File: config.mk
export PLATFORM = sky130hd
export DESIGN_NAME = fetch_queue
export DESIGN_NICKNAME = d
export VERILOG_FILES = /design/src/rtl/fetch_queue_pkg.sv /design/src/rtl/fetch_queue_storage.sv /design/src/rtl/fetch_queue.sv
export SDC_FILE = /design/constraint.sdc
export NUM_CORES = 1
export LEC_CHECK = 0
export BUFFER_PORTS_ARGS = -buffer_cell sky130_fd_sc_hd__buf_2
export CAP_MARGIN = 40
export CORE_UTILIZATION = 32
export CTS_CLUSTER_SIZE = 14
export DETAILED_ROUTE_END_ITERATION = 8
export PLACE_DENSITY = 0.54
export RECOVER_POWER = 25
export SETUP_SLACK_MARGIN = 0.1
export SLEW_MARGIN = 20
export SYNTH_ARGS = -nofsm -noshare
export SYNTH_HDL_FRONTEND = slang
export SYNTH_SLANG_ARGS = --single-unit
File: constraint.sdc
create_clock -name clk -period 5.5 [get_ports clk]
set_clock_uncertainty 0.15 [all_clocks]
set_input_delay 1.1 -clock clk [delete_from_list [all_inputs] [get_ports clk]]
set_output_delay 1.1 -clock clk [all_outputs]
set_load 0.05 [all_outputs]
File: src/rtl/fetch_queue_pkg.sv
// -----------------------------------------------------------------------------
// fetch_queue_pkg
// Constants and types shared by the fetch queue, fetch and decode.
//   INSTR_W   : instruction / PC width
//   NOP_INSTR : encoding decode sees when nothing valid is presented
//   HALT_OPC  : opcode value (bits [15:11]) marking a HALT instruction
//   fq_entry_t: one queue entry {instr, pcinc, err}
// -----------------------------------------------------------------------------
package fetch_queue_pkg;

  localparam int INSTR_W = 16;
  localparam int OPC_MSB = 15;
  localparam int OPC_LSB = 11;
  localparam int OPC_W   = OPC_MSB - OPC_LSB + 1;

  localparam logic [INSTR_W-1:0] NOP_INSTR = 16'h0800;
  localparam logic [OPC_W-1:0]   HALT_OPC  = 5'b00000;

  typedef struct packed {
    logic [INSTR_W-1:0] instr;
    logic [INSTR_W-1:0] pcinc;
    logic               err;
  } fq_entry_t;

  localparam int ENTRY_W = $bits(fq_entry_t);

  // Extract the opcode field of an instruction.
  function automatic logic [OPC_W-1:0] opcode_of(input logic [INSTR_W-1:0] instr);
    return instr[OPC_MSB:OPC_LSB];
  endfunction

endpackage

File: src/rtl/fetch_queue_storage.sv
// -----------------------------------------------------------------------------
// fq_storage
// DEPTH x W register array: one synchronous write port, one asynchronous read
// port. Data is not reset; validity is tracked by the owner's count.
//   clk   in  : clock
//   we    in  : write enable
//   waddr in  : write address
//   wdata in  : write data
//   raddr in  : read address
//   rdata out : read data (combinational from the array)
// -----------------------------------------------------------------------------
module fq_storage
#(
  parameter int DEPTH = 2,
  parameter int W     = fetch_queue_pkg::ENTRY_W,
  parameter int AW    = $clog2(DEPTH)
)
(
  input  logic          clk,
  input  logic          we,
  input  logic [AW-1:0] waddr,
  input  logic [W-1:0]  wdata,
  input  logic [AW-1:0] raddr,
  output logic [W-1:0]  rdata
);

  logic [W-1:0] mem_r [DEPTH];

  // Entry write; contents are meaningless until counted valid, so no reset.
  always_ff @(posedge clk) begin
    if (we) begin
      mem_r[waddr] <= wdata;
    end
  end

  assign rdata = mem_r[raddr];

endmodule

File: src/rtl/fetch_queue.sv
// -----------------------------------------------------------------------------
// fetch_queue
// Instruction queue between fetch and decode. Captures {instr, PC+2, err}
// under a valid/ready handshake, absorbs decode stalls, drops everything on a
// flush and stops accepting after a HALT has been pushed.
//   clk, rst_n                : clock, async active-low reset
//   f_valid/f_instr/f_pcinc/f_err : fetch side push data
//   f_ready   out : push accepted this cycle (fetch enable)
//   flush     in  : discard all queued and in-flight instructions
//   d_ready   in  : decode consumes the head this cycle
//   d_valid   out : head entry valid
//   d_instr/d_pcinc/d_err out : head entry, or NOP/0/0 when not valid
//   occupancy out : current entry count
// -----------------------------------------------------------------------------
module fetch_queue
#(
  parameter int                                    DEPTH     = 2,
  parameter logic [fetch_queue_pkg::INSTR_W-1:0]   NOP_INSTR = fetch_queue_pkg::NOP_INSTR,
  parameter logic [fetch_queue_pkg::OPC_W-1:0]     HALT_OPC  = fetch_queue_pkg::HALT_OPC
)
(
  input  logic                                  clk,
  input  logic                                  rst_n,
  input  logic                                  f_valid,
  input  logic [fetch_queue_pkg::INSTR_W-1:0]   f_instr,
  input  logic [fetch_queue_pkg::INSTR_W-1:0]   f_pcinc,
  input  logic                                  f_err,
  output logic                                  f_ready,
  input  logic                                  flush,
  input  logic                                  d_ready,
  output logic                                  d_valid,
  output logic [fetch_queue_pkg::INSTR_W-1:0]   d_instr,
  output logic [fetch_queue_pkg::INSTR_W-1:0]   d_pcinc,
  output logic                                  d_err,
  output logic [$clog2(DEPTH):0]                occupancy
);

  import fetch_queue_pkg::*;

  localparam int AW = $clog2(DEPTH);
  localparam int CW = AW + 1;

  logic [AW-1:0] wr_ptr_r;
  logic [AW-1:0] rd_ptr_r;
  logic [CW-1:0] count_r;
  logic          halt_seen_r;

  logic          push_s;
  logic          pop_s;
  logic          we_s;
  fq_entry_t     wentry_s;
  fq_entry_t     head_s;

  // Both handshake sides depend only on registered state, so there is no
  // combinational path from d_ready to f_ready.
  assign f_ready = (count_r != CW'(DEPTH)) & ~halt_seen_r;
  assign d_valid = (count_r != {CW{1'b0}});
  assign push_s  = f_valid & f_ready;
  assign pop_s   = d_valid & d_ready;
  assign we_s    = push_s & ~flush;

  assign wentry_s = '{instr: f_instr, pcinc: f_pcinc, err: f_err};

  fq_storage #(
    .DEPTH (DEPTH),
    .W     (ENTRY_W),
    .AW    (AW)
  ) u_storage (
    .clk   (clk),
    .we    (we_s),
    .waddr (wr_ptr_r),
    .wdata (wentry_s),
    .raddr (rd_ptr_r),
    .rdata (head_s)
  );

  // Pointer, count and halt bookkeeping; flush overrides any push/pop.
  always_ff @(posedge clk or negedge rst_n) begin
    if (!rst_n) begin
      wr_ptr_r    <= {AW{1'b0}};
      rd_ptr_r    <= {AW{1'b0}};
      count_r     <= {CW{1'b0}};
      halt_seen_r <= 1'b0;
    end else if (flush) begin
      wr_ptr_r    <= {AW{1'b0}};
      rd_ptr_r    <= {AW{1'b0}};
      count_r     <= {CW{1'b0}};
      halt_seen_r <= 1'b0;
    end else begin
      if (push_s) begin
        wr_ptr_r <= wr_ptr_r + AW'(1);
      end
      if (pop_s) begin
        rd_ptr_r <= rd_ptr_r + AW'(1);
      end
      case ({push_s, pop_s})
        2'b10:   count_r <= count_r + CW'(1);
        2'b01:   count_r <= count_r - CW'(1);
        default: count_r <= count_r;
      endcase
      // The HALT itself is queued; only later pushes are refused.
      if (push_s && (opcode_of(f_instr) == HALT_OPC)) begin
        halt_seen_r <= 1'b1;
      end
    end
  end

  // Head presentation: NOP bubble whenever nothing valid is queued.
  always_comb begin
    d_instr = NOP_INSTR;
    d_pcinc = 16'h0000;
    d_err   = 1'b0;
    if (d_valid) begin
      d_instr = head_s.instr;
      d_pcinc = head_s.pcinc;
      d_err   = head_s.err;
    end else begin
      d_instr = NOP_INSTR;
      d_pcinc = 16'h0000;
      d_err   = 1'b0;
    end
  end

  assign occupancy = count_r;

endmodule

# Yosys cells after proc, flatten, opt, wreduce, memory -nomap -nowiden
# Memories as Yosys holds them, arrays and structs flattened.
# Index checks and enable logic that the tools add are counted.
dict set report word_totals {
  reg_bits 5
  ramBits 66
  input_bits 38
  word_cells 38
  mem_count 1
}
dict set report classes {
  addsub 4
  n_eq_ne 3
  mux 13
  bitwise 6
  reduce_logical 7
}
# name words word_bits rd rd_clocked_by_memory_dff write_ports line_no
set mem_list {}
lappend mem_list {u_storage.mem_r 2 33 1 0 1 fetch_queue_storage.sv:27} ;# logic [W-1:0] mem_r [DEPTH];
# cell n
set ops {}
lappend ops {{$mux 16} 2}
lappend ops {{$mux 1} 9}
lappend ops {{$reduce_bool 2->1} 4}
lappend ops {{$logic_not 5->1} 1}
lappend ops {{$and 1x1->1} 4}
lappend ops {{$pmux 2 s2} 1}
lappend ops {{$reduce_bool 3->1} 1}
lappend ops {{$add 1x1->1 const B} 2}
lappend ops {{$add 2x1->2 const B} 1}
lappend ops {{$eq 2x1->1 const B} 1}
lappend ops {{$eq 2x2->1 const B} 1}
lappend ops {{$mux 2} 1}
lappend ops {{$ne 2x2->1 const B} 1}
lappend ops {{$not 1->1} 2}
lappend ops {{$sub 2x1->2 const B} 1}
lappend ops {{$logic_and 1x1->1} 1}

# Logic depth before layout (Yosys ltp)
dict set report logic_depth {
  ltp_word 6
  ltp_mapped 4
  depth_no_buf 3
}

# Hierarchy
# From an unflattened synthesis, not the netlist that was laid out.
dict set report unflattened {
  cells_unflattened 171
  hier_area_um2 3045.4
}
# mod n_inst cells_per_inst area_each_um2 seq_area_each_um2
set by_module_without_submodules {}
lappend by_module_without_submodules {fq_storage 1 105 2549.9 1981.9}
lappend by_module_without_submodules {fetch_queue 1 66 495.5 125.1}

# Least setup slack after synthesis
# OpenSTA, ideal clock, no wires.
dict set report synth_path {
  path_kind {reg2reg}
  from {reg count_r[0] (netlist: occupancy[0])}
  to {mem u_storage.mem_r[0][0] (netlist name) (enable)}
  setup_ns 0.506
  arrival_time_ns 4.890
  t_required_ns 4.844
  slack_ns -0.046
  stages_incl_launch_ff 4
  n_path_buf 0
  path_cell_list {dfrtp_1 -> nor2b_4 -> nor2_1 -> nor4bb_1}
}
dict set report synth_between {
  elab_chain_len 6
}
# item line_no
set synth_lines {}
lappend synth_lines {{from (decl)} fetch_queue.sv:45} ;# logic [CW-1:0] count_r;
lappend synth_lines {{from (signal assigned)} fetch_queue.sv:82} ;# count_r <= {CW{1'b0}};
lappend synth_lines {{from (signal assigned)} fetch_queue.sv:87} ;# count_r <= {CW{1'b0}};
lappend synth_lines {{from (signal assigned)} fetch_queue.sv:97} ;# 2'b10: count_r <= count_r + CW'(1);
lappend synth_lines {{$ne 2x2->1} fetch_queue.sv:56} ;# assign f_ready = (count_r != CW'(DEPTH)) & ~halt_seen_r;
lappend synth_lines {{$and 1x1->1} fetch_queue.sv:56}
lappend synth_lines {{named net f_ready} fetch_queue.sv:28} ;# output logic f_ready,
lappend synth_lines {{$and 1x1->1} fetch_queue.sv:58} ;# assign push_s = f_valid & f_ready;
lappend synth_lines {{$and 1x1->1} fetch_queue.sv:60} ;# assign we_s = push_s & ~flush;
lappend synth_lines {{$mux 1} fetch_queue_storage.sv:31} ;# if (we) begin
lappend synth_lines {{$mux 1 (implied by the code)} fetch_queue_storage.sv:32} ;# mem_r[waddr] <= wdata;
lappend synth_lines {{to (decl)} fetch_queue_storage.sv:27}
# The timed path passes the listed nets, and every way through them passes these cells.

# Worst setup path after layout
dict set report layout_path {
  from {reg count_r[0] (netlist: occupancy[0])}
  to {out d_instr[11] (netlist name)}
}
dict set report layout_between {
  elab_chain_len 2
}
# item line_no
set layout_lines {}
lappend layout_lines {{$reduce_bool 2->1} fetch_queue.sv:57} ;# assign d_valid = (count_r != {CW{1'b0}});
lappend layout_lines {{$mux 16} fetch_queue.sv:113} ;# if (d_valid) begin
lappend layout_lines {{to (decl)} fetch_queue.sv:32} ;# output logic [fetch_queue_pkg::INSTR_W-1:0] d_instr,
# Every way passes these cells.

==> flow_metrics.py <==
metrics = {
    "outcome": {
        "status": "finished, final reports clean",
    },
    "flow_run": {
        "max-cap-violations": 0,
    },
    "synth": {
        "yosys.area_share.simple_pct": 8.30,
        "synthCells": 170,
        "syn-num-nets": 208,
        "synth.area.mux_share_pct": 11.9,
        "avgSynthCellArea_sq_um": 16.3,
        "synth_xor_area_share_pct": 0.316,
        "synth_compound_area_share_pct": 1.98,
        "synth.ff_latch_count": 71,
        "ys.warnings.count": 0,
        "synth_top_family_by_area": "multiplexers",
        "synth.cell_area_sq_um": 2770,
        "synth_fa_ha_area_share_pct": 0,
        "seq_area_frac_synth_pct": 76.0,
        "ys_types": 23,
    },
    "worst_setup_path": {
        "cp-end-kind": "output pin",
        "reg2reg_from": "occupancy[1]",
        "cp.buffers_inverters": 3,
        "required_ns": 4.25,
        "cpPeakStageDelay_ns": 0.48,
        "path_cells": "nor2_4 > buf_16 > inv_1 > nand2_1 > buf_2",
        "cp_slowest_cell": "dfrtp_1",
        "rrSetupSlack_ns": 3.15,
        "crit_start": "occupancy[0]",
        "worstSetupPathType": "reg -> out",
        "critPathMaxFanout": 19,
        "crit_path_start_kind": "register",
        "arrival_ns": 1.82,
        "crit_family": "buffers and inverters",
    },
    "sta": {
        "slew_violations": 0,
        "setup_viol": 0,
        "worstMarginPinSlew_ns": 0.666,
        "fin_crit_sh_pct": 55.8,
        "rsz0062_at_grt": "no",
        "finalCriticalPeriod_ns": 3.07,
        "fmax_mhz": 326,
        "setup_tns_ns": 0,
        "relSlewSlack_pct": 55.5,
        "hold_viol_final": 0,
        "layout_setup_ws_ns": 2.43,
    },
    "route": {
        "drc": 0,
        "wire_per_inst_um": 13.8,
        "via_per_inst": 4.53,
        "wirelength_um": 4990,
        "drtIter0Drc": 38,
        "num_vias": 1644,
        "first_pass_iters": 3,
        "ant_nets": 0,
    },
    "layout": {
        "diodes": 0,
        "multi_input_area_sq_um": 648,
        "fillerInstances": 805,
        "drive_above_1_share_pct": 34.1,
        "final_net_count": 291,
        "regArea_sq_um": 2110,
        "most-common-layout-cells": "edfxtp_1, buf_2, nor2_1",
        "final_cells": 363,
        "fin_area_sq_um": 3500,
        "area_delta_synth_final_pct": 26.1,
        "layout_commonest_cell": "edfxtp_1",
    },
    "global_routing": {
        "grt_max_degree": 20,
        "grt_pass1_vias": 1543,
        "antenna_found_initial": 0,
        "overflow": 0,
        "grt_use_total_pct": 11.6,
        "grt_pass1_wl_um": 7570,
    },
    "clocking": {
        "insertion_delay_ns": 0.33,
        "post_cts_buffers": 0,
        "clk_path_buf_depth": 2,
        "cts_made_buffers": 9,
        "cts_sinks": 71,
        "cts.repair.resized": 0,
        "clkSlewWorstSetupHoldPaths_ns": 0.07,
        "root_buffer": "clkbuf_8",
        "cts_tree": "done",
        "ctsHoldBuffers": 0,
        "htreeDepth": 3,
    },
    "floorplan": {
        "dieHeight_um": 95.1,
        "initial_utilization_pct": 33.4,
        "core_sq_um": 8300,
        "rows": 33,
        "die_area_sq_um": 9040,
        "fp.dieW_um": 95.1,
        "num_io_pins": 75,
    },
    "place": {
        "numPortBuffers": 74,
        "placedInstanceArea_sq_um": 3360,
        "dpl.hpwl_um": 3370,
        "gp_congestion": 0.704,
        "placed_cells": 347,
        "dp_worst_setup_slack_ns": 2.66,
    },
    "power": {
        "p_leak_nw": 1.32,
        "ir_worst_vdd_mv": 0.140,
        "sw_frac_of_total_pct": 27.8,
        "pwr-share-comb_pct": 16.4,
        "powerDensity_nw_per_um2": 328,
        "power_frac_seq_pct": 54.6,
        "p_int_uw": 827,
        "switchingPower_uw": 319,
        "clockPowerShare_pct": 29.0,
    },
    "hold_path": {
        "worstHoldStart": "halt_seen_r",
        "hp-class": "reg -> reg",
    },
}
[power by group through the flow]
stage	clock, mW	combinational (mW)	sequential [mW]
detailed placement	0	0.193	0.637
finish	0.332	0.188	0.625
global placement	0	0.177	0.643
CTS	0.346	0.193	0.625
floorplan	0	0.133	0.633
global route	0.369	0.202	0.627
[worst paths after layout]
| check | end | depth (start not counted) |
|---|---|---|
| setup / recovery | d_instr[11] | 5 |
| hold / removal | halt_seen_r | 1 |
| setup reg to reg | u_storage.mem_r[0][6] | 4 |
| hold reg to reg | halt_seen_r | 1 |
| max in group asynchronous | rd_ptr_r | 1 |
| min in group asynchronous | occupancy[1] | 1 |
[registers in the layout (all words and copies together) (netlist names)]
signal           flops
halt_seen_r          1
occupancy            2
rd_ptr_r             1
u_storage.mem_r     66
wr_ptr_r             1
[through the flow]
| stage | utilization [%] | hold slack (ns) | power [mW] |
|---|---|---|---|
| after floorplan | - | 0.350 | 0.767 |
| after global placement | 39.4 | 0.367 | 0.820 |
| after detailed placement | 40.4 | 0.381 | 0.830 |
| after CTS | 42.3 | 0.396 | 1.16 |
| after global routing | 42.1 | 0.417 | 1.20 |
| final | 42.1 | 0.393 | 1.15 |
[cells by family (layout without fill, tap and decap cells)]
group | count (synthesis) | after routing
DFF | 71 | 71
buffers and inverters | 9 | 97
muxes | 33 | 33
xor gates and xnor gates | 1 | 1
AOI/OAI and AO/OA | 9 | 9
and+or+nand+nor | 47 | 47
[worst register-to-register path, delay by kind of cell (launching register included)]
| family | cells | cell delay [ns] |
|---|---|---|
| simple gates | 3 | 1.03 |
| buf+inv | 1 | 0.40 |
| flops | 1 | 0.45 |
[synth_stat cells]
cell type,n,area (sq um)
nor2b_1,2,12.5
a31oi_1,1,6.26
or4_4,1,11.3
or3_1,1,6.26
nand2b_1,1,6.26
edfxtp_1,66,1980
nor2b_4,1,13.8
nor4b_2,1,15.0
o31ai_1,1,7.51
dfrtp_1,5,125
nor4bb_1,1,10.0
buf_2,7,35.0
o21a_1,1,7.51
xor2_1,1,8.76
nand2_1,2,7.51
o21ai_0,3,15.0
nand3b_1,1,7.51
o2111ai_1,1,8.76
nor2_1,35,131
mux2i_1,33,330
inv_1,2,7.51
a21oi_1,2,10.0
and4_1,1,8.76
[metal layers]
metal  vias to the layer above  global-route usage, %  routed length (um)
met5                         -                      0                   0
met3                        10                   3.99                 326
li1                        801                      -                   -
met2                        49                   17.9                2350
met4                         0                   6.44                 108
met1                       784                   14.3                2210
[layout make-up]
type	instances	area share, %
flip-flops and latches	71	60.3
clock buffers	10	3.65
repair buffers	79	12.8
inverters	2	0.215
multi-input cells	90	18.5
well taps	105	3.76
clock inverters	6	0.787
Note: power is estimated with default switching activity, not from simulation.
